File: src/rtl/logcap_pkg.sv
// Shared definitions for the trigger capture controller.
//   cap_state_e       : capture FSM state encoding (visible on the state port)
//   PKT_SAMPLE_LSB    : bit offset of the sample field inside a trace packet
//   pkt_run_lsb()     : bit offset of the run-length field (above the sample)
//   pkt_width()       : total packet width
package logcap_pkg;

  typedef enum logic [2:0] {
    ST_IDLE    = 3'd0,
    ST_PREFILL = 3'd1,
    ST_ARMED   = 3'd2,
    ST_POST    = 3'd3,
    ST_FLUSH   = 3'd4,
    ST_DONE    = 3'd5
  } cap_state_e;

  localparam int PKT_SAMPLE_LSB = 0;

  function automatic int pkt_run_lsb(input int sample_width);
    return PKT_SAMPLE_LSB + sample_width;
  endfunction

  function automatic int pkt_width(input int sample_width, input int run_width);
    return sample_width + run_width;
  endfunction

endpackage

File: src/rtl/trigger_match.sv
// Trigger evaluation: pattern compare, single-channel edge detect against the
// previous captured sample, and an occurrence counter that fires on the
// n-th match seen while counting is enabled.
//   clk, reset_n      : clock, async active-low reset
//   i_clear           : restart (clears edge history and match counter)
//   i_update          : a captured sample is present (advances edge history)
//   i_count_en        : captured sample while armed (matches are counted)
//   i_sample          : current sample
//   i_pattern/i_care_mask, i_edge_ch/i_edge_rise, i_pattern_en/i_edge_en,
//   i_trig_count      : trigger configuration
//   o_trig            : this sample is the firing match
module trigger_match #(
  parameter int SAMPLE_WIDTH = 16
) (
  input  logic                            clk,
  input  logic                            reset_n,
  input  logic                            i_clear,
  input  logic                            i_update,
  input  logic                            i_count_en,
  input  logic [SAMPLE_WIDTH-1:0]         i_sample,
  input  logic [SAMPLE_WIDTH-1:0]         i_pattern,
  input  logic [SAMPLE_WIDTH-1:0]         i_care_mask,
  input  logic [$clog2(SAMPLE_WIDTH)-1:0] i_edge_ch,
  input  logic                            i_edge_rise,
  input  logic                            i_pattern_en,
  input  logic                            i_edge_en,
  input  logic [7:0]                      i_trig_count,
  output logic                            o_trig
);

  logic       r_prev_bit;
  logic       r_prev_valid;
  logic [7:0] r_match_cnt;

  logic       w_pat_hit;
  logic       w_cur_bit;
  logic       w_edge_hit;
  logic       w_match;
  logic [7:0] w_target;

  assign w_pat_hit = ((i_sample ^ i_pattern) & i_care_mask) == '0;
  assign w_cur_bit = i_sample[i_edge_ch];

  // No edge can be seen until one sample has been captured since the restart.
  assign w_edge_hit = r_prev_valid &&
                      (i_edge_rise ? (!r_prev_bit &&  w_cur_bit)
                                   : ( r_prev_bit && !w_cur_bit));

  // A disabled term is transparent; with both disabled every sample matches.
  assign w_match  = (!i_pattern_en || w_pat_hit) && (!i_edge_en || w_edge_hit);

  // A count of zero behaves as one (fire on the first match).
  assign w_target = (i_trig_count == 8'd0) ? 8'd1 : i_trig_count;

  assign o_trig   = i_count_en && w_match && (r_match_cnt == (w_target - 8'd1));

  always_ff @(posedge clk or negedge reset_n) begin
    if (!reset_n) begin
      r_prev_bit   <= 1'b0;
      r_prev_valid <= 1'b0;
      r_match_cnt  <= 8'd0;
    end else if (i_clear) begin
      r_prev_bit   <= 1'b0;
      r_prev_valid <= 1'b0;
      r_match_cnt  <= 8'd0;
    end else begin
      if (i_update) begin
        r_prev_bit   <= w_cur_bit;
        r_prev_valid <= 1'b1;
      end
      if (i_count_en && w_match) begin
        r_match_cnt <= r_match_cnt + 8'd1;
      end
    end
  end

endmodule

File: src/rtl/trigger_capture_ctrl.sv
// Logic-analyser capture controller: samples are packed into {run_len, sample}
// trace packets (optionally run-length compressed), written to a circular
// trace memory with a pre-trigger window and a post-trigger window.
//   clk, reset_n                 : clock, async active-low reset
//   sample_in, sample_valid      : sample stream and its qualifier
//   cfg_*                        : trigger / window / compression configuration
//   start, abort                 : single-cycle commands
//   wr_en, wr_addr, wr_data      : trace memory write port
//   trig_addr                    : address of the trigger packet
//   state, done, cfg_error       : status
//
// state   | meaning
// IDLE    | waiting for start
// PREFILL | filling the pre-trigger window, triggers not evaluated
// ARMED   | circular capture, counting matches
// POST    | capturing the post-trigger window
// FLUSH   | emitting the still-open run, one cycle
// DONE    | capture complete, done asserted
module trigger_capture_ctrl
  import logcap_pkg::*;
#(
  parameter int SAMPLE_WIDTH = 16,
  parameter int RUN_WIDTH    = 16,
  parameter int ADDR_WIDTH   = 10
) (
  input  logic                                 clk,
  input  logic                                 reset_n,
  input  logic [SAMPLE_WIDTH-1:0]              sample_in,
  input  logic                                 sample_valid,
  input  logic [SAMPLE_WIDTH-1:0]              cfg_pattern,
  input  logic [SAMPLE_WIDTH-1:0]              cfg_care_mask,
  input  logic [$clog2(SAMPLE_WIDTH)-1:0]      cfg_edge_ch,
  input  logic                                 cfg_edge_rise,
  input  logic                                 cfg_pattern_en,
  input  logic                                 cfg_edge_en,
  input  logic                                 cfg_rle_en,
  input  logic [7:0]                           cfg_trig_count,
  input  logic [ADDR_WIDTH-1:0]                cfg_pre_count,
  input  logic [ADDR_WIDTH:0]                  cfg_post_count,
  input  logic                                 start,
  input  logic                                 abort,
  output logic                                 wr_en,
  output logic [ADDR_WIDTH-1:0]                wr_addr,
  output logic [RUN_WIDTH+SAMPLE_WIDTH-1:0]    wr_data,
  output logic [ADDR_WIDTH-1:0]                trig_addr,
  output logic [2:0]                           state,
  output logic                                 done,
  output logic                                 cfg_error
);

  localparam int PktW   = pkt_width(SAMPLE_WIDTH, RUN_WIDTH);
  localparam int RunLsb = pkt_run_lsb(SAMPLE_WIDTH);

  localparam logic [RUN_WIDTH-1:0]  RunOne = RUN_WIDTH'(1);
  localparam logic [RUN_WIDTH-1:0]  RunMax = '1;
  localparam logic [ADDR_WIDTH:0]   CntOne = (ADDR_WIDTH+1)'(1);
  localparam logic [ADDR_WIDTH+1:0] Depth  = (ADDR_WIDTH+2)'(1) << ADDR_WIDTH;

  cap_state_e                r_state;
  logic [ADDR_WIDTH-1:0]     r_ptr;
  logic [ADDR_WIDTH:0]       r_cnt;
  logic                      r_wr_en;
  logic [ADDR_WIDTH-1:0]     r_wr_addr;
  logic [PktW-1:0]           r_wr_data;
  logic [ADDR_WIDTH-1:0]     r_trig_addr;
  logic                      r_cfg_error;
  logic                      r_run_open;
  logic [SAMPLE_WIDTH-1:0]   r_run_sample;
  logic [RUN_WIDTH-1:0]      r_run_len;

  cap_state_e                w_state_nxt;
  logic [ADDR_WIDTH-1:0]     w_ptr_nxt;
  logic [ADDR_WIDTH:0]       w_cnt_nxt;
  logic [ADDR_WIDTH-1:0]     w_trig_addr_nxt;
  logic                      w_cfg_error_nxt;
  logic                      w_run_open_nxt;
  logic [SAMPLE_WIDTH-1:0]   w_run_sample_nxt;
  logic [RUN_WIDTH-1:0]      w_run_len_nxt;
  logic                      w_emit;
  logic [PktW-1:0]           w_emit_data;
  logic                      w_start_ok;
  logic                      w_extend;

  logic                      w_capturing;
  logic                      w_trig;
  logic [ADDR_WIDTH:0]       w_post_eff;
  logic [ADDR_WIDTH+1:0]     w_need;
  logic                      w_cfg_fits;

  assign w_capturing = (r_state == ST_PREFILL) || (r_state == ST_ARMED) ||
                       (r_state == ST_POST);

  assign w_post_eff  = (cfg_post_count == '0) ? CntOne : cfg_post_count;
  assign w_need      = {2'b00, cfg_pre_count} + {1'b0, w_post_eff};
  assign w_cfg_fits  = (w_need <= Depth);

  trigger_match #(
    .SAMPLE_WIDTH (SAMPLE_WIDTH)
  ) u_trigger_match (
    .clk          (clk),
    .reset_n      (reset_n),
    .i_clear      (w_start_ok),
    .i_update     (w_capturing && sample_valid && !abort),
    .i_count_en   ((r_state == ST_ARMED) && sample_valid && !abort),
    .i_sample     (sample_in),
    .i_pattern    (cfg_pattern),
    .i_care_mask  (cfg_care_mask),
    .i_edge_ch    (cfg_edge_ch),
    .i_edge_rise  (cfg_edge_rise),
    .i_pattern_en (cfg_pattern_en),
    .i_edge_en    (cfg_edge_en),
    .i_trig_count (cfg_trig_count),
    .o_trig       (w_trig)
  );

  // The trigger sample always opens its own run, so it never extends one.
  assign w_extend = r_run_open && (sample_in == r_run_sample) &&
                    (r_run_len != RunMax) && !w_trig;

  always_comb begin
    w_state_nxt      = r_state;
    w_ptr_nxt        = r_ptr;
    w_cnt_nxt        = r_cnt;
    w_trig_addr_nxt  = r_trig_addr;
    w_cfg_error_nxt  = r_cfg_error;
    w_run_open_nxt   = r_run_open;
    w_run_sample_nxt = r_run_sample;
    w_run_len_nxt    = r_run_len;
    w_emit           = 1'b0;
    w_emit_data      = '0;
    w_start_ok       = 1'b0;

    if (abort) begin
      w_state_nxt    = ST_IDLE;
      w_run_open_nxt = 1'b0;
    end else begin
      case (r_state)
        ST_IDLE, ST_DONE: begin
          if (start) begin
            if (w_cfg_fits) begin
              w_start_ok       = 1'b1;
              w_cfg_error_nxt  = 1'b0;
              w_ptr_nxt        = '0;
              w_run_open_nxt   = 1'b0;
              w_run_sample_nxt = '0;
              w_run_len_nxt    = '0;
              w_cnt_nxt        = {1'b0, cfg_pre_count};
              w_state_nxt      = (cfg_pre_count == '0) ? ST_ARMED : ST_PREFILL;
            end else begin
              w_cfg_error_nxt = 1'b1;
            end
          end
        end

        ST_PREFILL, ST_ARMED, ST_POST: begin
          if (sample_valid) begin
            if (!cfg_rle_en) begin
              // Uncompressed: every sample is a complete packet.
              w_emit = 1'b1;
              w_emit_data[RunLsb +: RUN_WIDTH]               = RunOne;
              w_emit_data[PKT_SAMPLE_LSB +: SAMPLE_WIDTH]    = sample_in;
              case (r_state)
                ST_PREFILL: begin
                  w_cnt_nxt = r_cnt - 1'b1;
                  if (r_cnt == CntOne) w_state_nxt = ST_ARMED;
                end
                ST_ARMED: begin
                  if (w_trig) begin
                    w_trig_addr_nxt = r_ptr;
                    w_cnt_nxt       = w_post_eff - 1'b1;
                    w_state_nxt     = (w_post_eff == CntOne) ? ST_FLUSH : ST_POST;
                  end
                end
                default: begin
                  w_cnt_nxt = r_cnt - 1'b1;
                  if (r_cnt == CntOne) w_state_nxt = ST_FLUSH;
                end
              endcase
            end else if (w_extend) begin
              w_run_len_nxt = r_run_len + 1'b1;
            end else if ((r_state == ST_POST) && r_run_open && (r_cnt == '0)) begin
              // Window full: the open run is the last packet, this sample is
              // not part of the capture.
              w_state_nxt = ST_FLUSH;
            end else begin
              // Run boundary: emit the open run, start a new one here.
              if (r_run_open) begin
                w_emit = 1'b1;
                w_emit_data[RunLsb +: RUN_WIDTH]            = r_run_len;
                w_emit_data[PKT_SAMPLE_LSB +: SAMPLE_WIDTH] = r_run_sample;
              end
              w_run_open_nxt   = 1'b1;
              w_run_sample_nxt = sample_in;
              w_run_len_nxt    = RunOne;
              case (r_state)
                ST_PREFILL: begin
                  if (r_run_open) begin
                    w_cnt_nxt = r_cnt - 1'b1;
                    if (r_cnt == CntOne) w_state_nxt = ST_ARMED;
                  end
                end
                ST_ARMED: begin
                  if (w_trig) begin
                    // Trigger run lands after the run being emitted now.
                    w_trig_addr_nxt = r_run_open ? (r_ptr + 1'b1) : r_ptr;
                    w_cnt_nxt       = w_post_eff - 1'b1;
                    w_state_nxt     = ST_POST;
                  end
                end
                default: begin
                  w_cnt_nxt = r_cnt - 1'b1;
                end
              endcase
            end
          end
        end

        ST_FLUSH: begin
          if (r_run_open) begin
            w_emit = 1'b1;
            w_emit_data[RunLsb +: RUN_WIDTH]            = r_run_len;
            w_emit_data[PKT_SAMPLE_LSB +: SAMPLE_WIDTH] = r_run_sample;
          end
          w_run_open_nxt = 1'b0;
          w_state_nxt    = ST_DONE;
        end

        default: begin
          w_state_nxt = ST_IDLE;
        end
      endcase
    end

    if (w_emit) w_ptr_nxt = r_ptr + 1'b1;
  end

  always_ff @(posedge clk or negedge reset_n) begin
    if (!reset_n) begin
      r_state      <= ST_IDLE;
      r_ptr        <= '0;
      r_cnt        <= '0;
      r_wr_en      <= 1'b0;
      r_wr_addr    <= '0;
      r_wr_data    <= '0;
      r_trig_addr  <= '0;
      r_cfg_error  <= 1'b0;
      r_run_open   <= 1'b0;
      r_run_sample <= '0;
      r_run_len    <= '0;
    end else begin
      r_state      <= w_state_nxt;
      r_ptr        <= w_ptr_nxt;
      r_cnt        <= w_cnt_nxt;
      r_trig_addr  <= w_trig_addr_nxt;
      r_cfg_error  <= w_cfg_error_nxt;
      r_run_open   <= w_run_open_nxt;
      r_run_sample <= w_run_sample_nxt;
      r_run_len    <= w_run_len_nxt;
      r_wr_en      <= w_emit;
      if (w_emit) begin
        r_wr_addr <= r_ptr;
        r_wr_data <= w_emit_data;
      end else if (w_start_ok) begin
        r_wr_addr <= '0;
      end
    end
  end

  assign wr_en     = r_wr_en;
  assign wr_addr   = r_wr_addr;
  assign wr_data   = r_wr_data;
  assign trig_addr = r_trig_addr;
  assign state     = r_state;
  assign done      = (r_state == ST_DONE);
  assign cfg_error = r_cfg_error;

endmodule

File: config.mk
export PLATFORM = sky130hd
export DESIGN_NAME = trigger_capture_ctrl
export DESIGN_NICKNAME = d
export VERILOG_FILES = /design/src/rtl/logcap_pkg.sv /design/src/rtl/trigger_match.sv /design/src/rtl/trigger_capture_ctrl.sv
export SDC_FILE = /design/constraint.sdc
export NUM_CORES = 1
export LEC_CHECK = 0
export ABC_AREA = 1
export CAP_MARGIN = 20
export CORE_MARGIN = 2
export CORE_UTILIZATION = 35
export DETAILED_ROUTE_END_ITERATION = 8
export HOLD_SLACK_MARGIN = 0.15
export PLACE_DENSITY = 0.66
export SLEW_MARGIN = 20
export SYNTH_ARGS = -nofsm -noshare
export SYNTH_HDL_FRONTEND = slang
export SYNTH_SLANG_ARGS = --single-unit
File: constraint.sdc
create_clock -name clk -period 2.01 [get_ports clk]
set_clock_uncertainty 0.05 [all_clocks]
set_input_delay 0.201 -clock clk [delete_from_list [all_inputs] [get_ports clk]]
set_output_delay 0.201 -clock clk [all_outputs]
set_load 0.01 [all_outputs]
==> reports/qor.yml <==
clocking:
  clock_sink_count: 121
  cts_buffers: 17
  cts.path.max_buffers: 2
  h-tree-depth: 4
  clock_latency_ns: 0.43
  cts.root.buffer_cell: "clkbuf_16"
  path_clk_slew_ns: 0.06
  cts_tree: "done"
drt:
  drtPass1Iterations: 5
  avgRoutedWirePerCell_um: 15.5
  vias: 10900
  drt_iter0_markers: 923
  wl_um: 33400
  drc_errors: 0
  viasPerCell: 5.03
  ant_nets: 0
sta:
  fmax_ghz: 0.406
  slew_violations: 0
  period_share_pct: 123
  finalWorstSetupSlack_ns: -0.453
  hold_viol_final: 0
  tightest_slew_ns: 0.738
  slew_headroom_pct: 50.8
  period_minus_slack_ns: 2.46
  rsz0062_at_grt: "yes"
  whs_ns: 0.281
  setup_viol: 121
finish:
  drive_gt1_share_pct: 33.0
  final_cell_mix: "nand2_1 (340), buf_4 (289), inv_1 (131)"
  fin_util_pct: 59.0
  n_fill_cell: 2288
  final_common_cell: "nand2_1"
  multi_input_comb_area_mm2: 0.00629
  final_cell_area_mm2: 0.0152
  synthToLayoutAreaGrowth_pct: 66.7
  seq_area_mm2: 0.00303
  nets: 1918
critical_path:
  cp-start-kind: "register"
  crit_fanout: 8
  rrSetupSlack_ns: -0.45
  reg2reg_from: "r_run_len[0]$_DFFE_PN0P_"
  worstSetupEndpointType: "register"
  timing.critical_path.arrival_ns: 2.73
  reg2reg_to: "wr_data[16]$_DFFE_PN0N_"
  crit_type: "register to register"
  rr_worst_depth: 15
  crit_required_ns: 2.27
synth:
  synth_top_area_cell: "dfrtp_1"
  postSynth.asyncResetShare_pct: 100
  syn_inst: 1372
  syn_area_per_cell_um2: 6.66
  synth_area_leaders: "dfrtp_1 (33%), nand2_1 (17%), nand3_1 (8.7%)"
  synth_flop_cell: "dfrtp_1"
  yosysWarningCount: 0
  ys_seq_area_share_pct: 33.1
  yosysTopAreaCellShare_pct: 33.1
  ys_ff_latch: 121
  synth_area_mm2: 0.00914
  syn_nets: 1481
  synth.distinct_cells: 52
  synth_edf_count: 0
hold_path:
  hold_path.class: "primary input to async pin"
global_route:
  grt_usage_pct: 22.7
  grt_max_degree: 72
  grt_pass1_vias: 10500
  grt.overflow.total: 0
  grt_antenna_before_repair: 1
  grt_pass1_wl_um: 51400
placed_design:
  place_area_mm2: 0.0131
  io_buffers: 147
  place.gp.congestion: 0.915
  post-place-ws_ns: -1.19
  hpwl_um: 22900
die:
  dieHeight_um: 166
  start_util_pct: 35.4
  fp.dieW_um: 166
  fp.coreArea_mm2: 0.0258
  die_area_mm2: 0.0274
  num_rows: 59
  io_pins: 148
run:
  drv_cap: 0
pwr:
  p_leak_nw: 7.36
  powerDensity_mw_per_mm2: 996
  report.power.total_mw: 15.2
  vdd_ir_drop_max_mv: 0.795
outcome:
  violations: "negative setup slack"
  status: "finished, violations left"
[routing by layer]
layer | global-route usage [%] | part of all wire, % | up-vias
met5 | 0 | 0 | -
met4 | 7.71 | 2.5 | 0
met3 | 3.39 | 5.4 | 58
met2 | 37.6 | 48 | 367
met1 | 30.5 | 44 | 5065
li1 | - | - | 5365
[critical path, stage by stage, from the launching register on]
cell and delay (ns):
dfrtp_1 0.39, ha_4 0.18, nand3_4 0.09, nor3_4 0.16, nand2_2 0.10, nor2_4 0.12
nand4_1 0.22, nand3_2 0.18, nor2_4 0.06, nand3_2 0.06, nand3b_1 0.12, nand2_4 0.17
nand2_8 0.11, clkbuf_16 0.22, nand2_1 0.05, nand2_1 0.06
[cell usage after synthesis (2+ instances only)]
cell / count
o21a_1: 3
xnor2_1: 17
o31ai_1: 3
or2_2: 7
nand3_4: 2
a211oi_1: 2
o211ai_1: 4
nor3_4: 2
buf_4: 10
buf_2: 9
a21oi_1: 31
xor2_1: 32
a21boi_0: 2
nand4_1: 42
nor2_4: 4
nor2_1: 115
clkbuf_1: 35
nand2_2: 5
nor4_1: 7
inv_1: 140
or2_1: 9
o21ai_1: 31
nand2_4: 4
o22ai_1: 3
nor2_2: 4
nand3b_1: 4
ha_1: 18
or2_0: 2
nor3_1: 21
nor3b_1: 4
nand3_2: 2
buf_6: 6
a31oi_1: 7
dfrtp_1: 121
a21oi_2: 7
nand2_1: 422
inv_2: 3
nand3_1: 158
o21ai_0: 61
[worst max path at each step]
stage	from	to	slack, ns	cells past startpoint
global route	r_run_len[0]$_DFFE_PN0P_	r_ptr[4]$_DFFE_PN0P_	-0.59	15
CTS	r_run_len[0]$_DFFE_PN0P_	r_run_sample[15]$_DFFE_PN0P_	-0.44	15
detailed placement	cfg_post_count[2]	r_run_len[14]$_DFFE_PN0P_	-1.19	22
finish	r_run_len[0]$_DFFE_PN0P_	wr_data[16]$_DFFE_PN0N_	-0.45	15
floorplan	cfg_post_count[2]	r_run_len[12]$_DFFE_PN0P_	-0.47	22
global placement	cfg_post_count[2]	r_run_len[12]$_DFFE_PN0P_	-1.18	22
[cell families after synthesis]
family          count (synthesis)  synth area share, %
simple gates                  819                 40.3
fa+ha+maj                      19                 2.68
xor+xnor                       49                 4.69
compound gates                159                 9.69
buf+inv                       205                 9.47
flops                         121                 33.1
[power by group]
part           leakage [nW]  total [mW]  internal (mW)  switching [mW]
logic                  5.51        8.56           4.13            4.43
registers              1.59        3.66           3.12           0.542
clock network         0.260        2.96           1.74            1.22
total                  7.36        15.2           8.99            6.19
[cell type report]
cell class,instances,share of cell area (%)
clock inverters,12,0.764
clock buffers,20,2.93
flip-flops and latches,121,19.9
inverters,144,3.75
diodes,2,0.0329
multi-input cells,1049,41.3
well taps,335,2.75
repair buffers,476,28.6
[sequential cells by signal (all words and copies together) (netlist names)]
signal and cells:
cfg_error 1, r_cnt 11, r_ptr 10, r_run_len 16
r_run_open 1, r_run_sample 16, state 3, trig_addr 10
u_trigger_match.r_match_cnt 8, u_trigger_match.r_prev_bit 1, u_trigger_match.r_prev_valid 1, wr_addr 10
wr_data 32, wr_en 1
[through the flow]
| step | TNS, ns | cells |
|---|---|---|
| after detailed placement | -126.34 | 2067 |
| after floorplan | -35.48 | 1372 |
| after global placement | -124.53 | 2067 |
| final | -43.13 | 2159 |
| after global routing | -59.21 | 2158 |
| after CTS | -43.11 | 2139 |
[repair_timing]
| item | 4_1_cts | 5_1_grt |
|---|---|---|
| endpoints found under the setup margin | 122 | 121 |
| cloned | 8 | 6 |
| setup buffers | 32 | 16 |
| resized for setup | 168 | 150 |
| pin swaps | 53 | 68 |
| endpoints found under the hold margin | 121 | 0 |
| hold buffers | 2 | 0 |
Power figures use the tool's default switching activity.
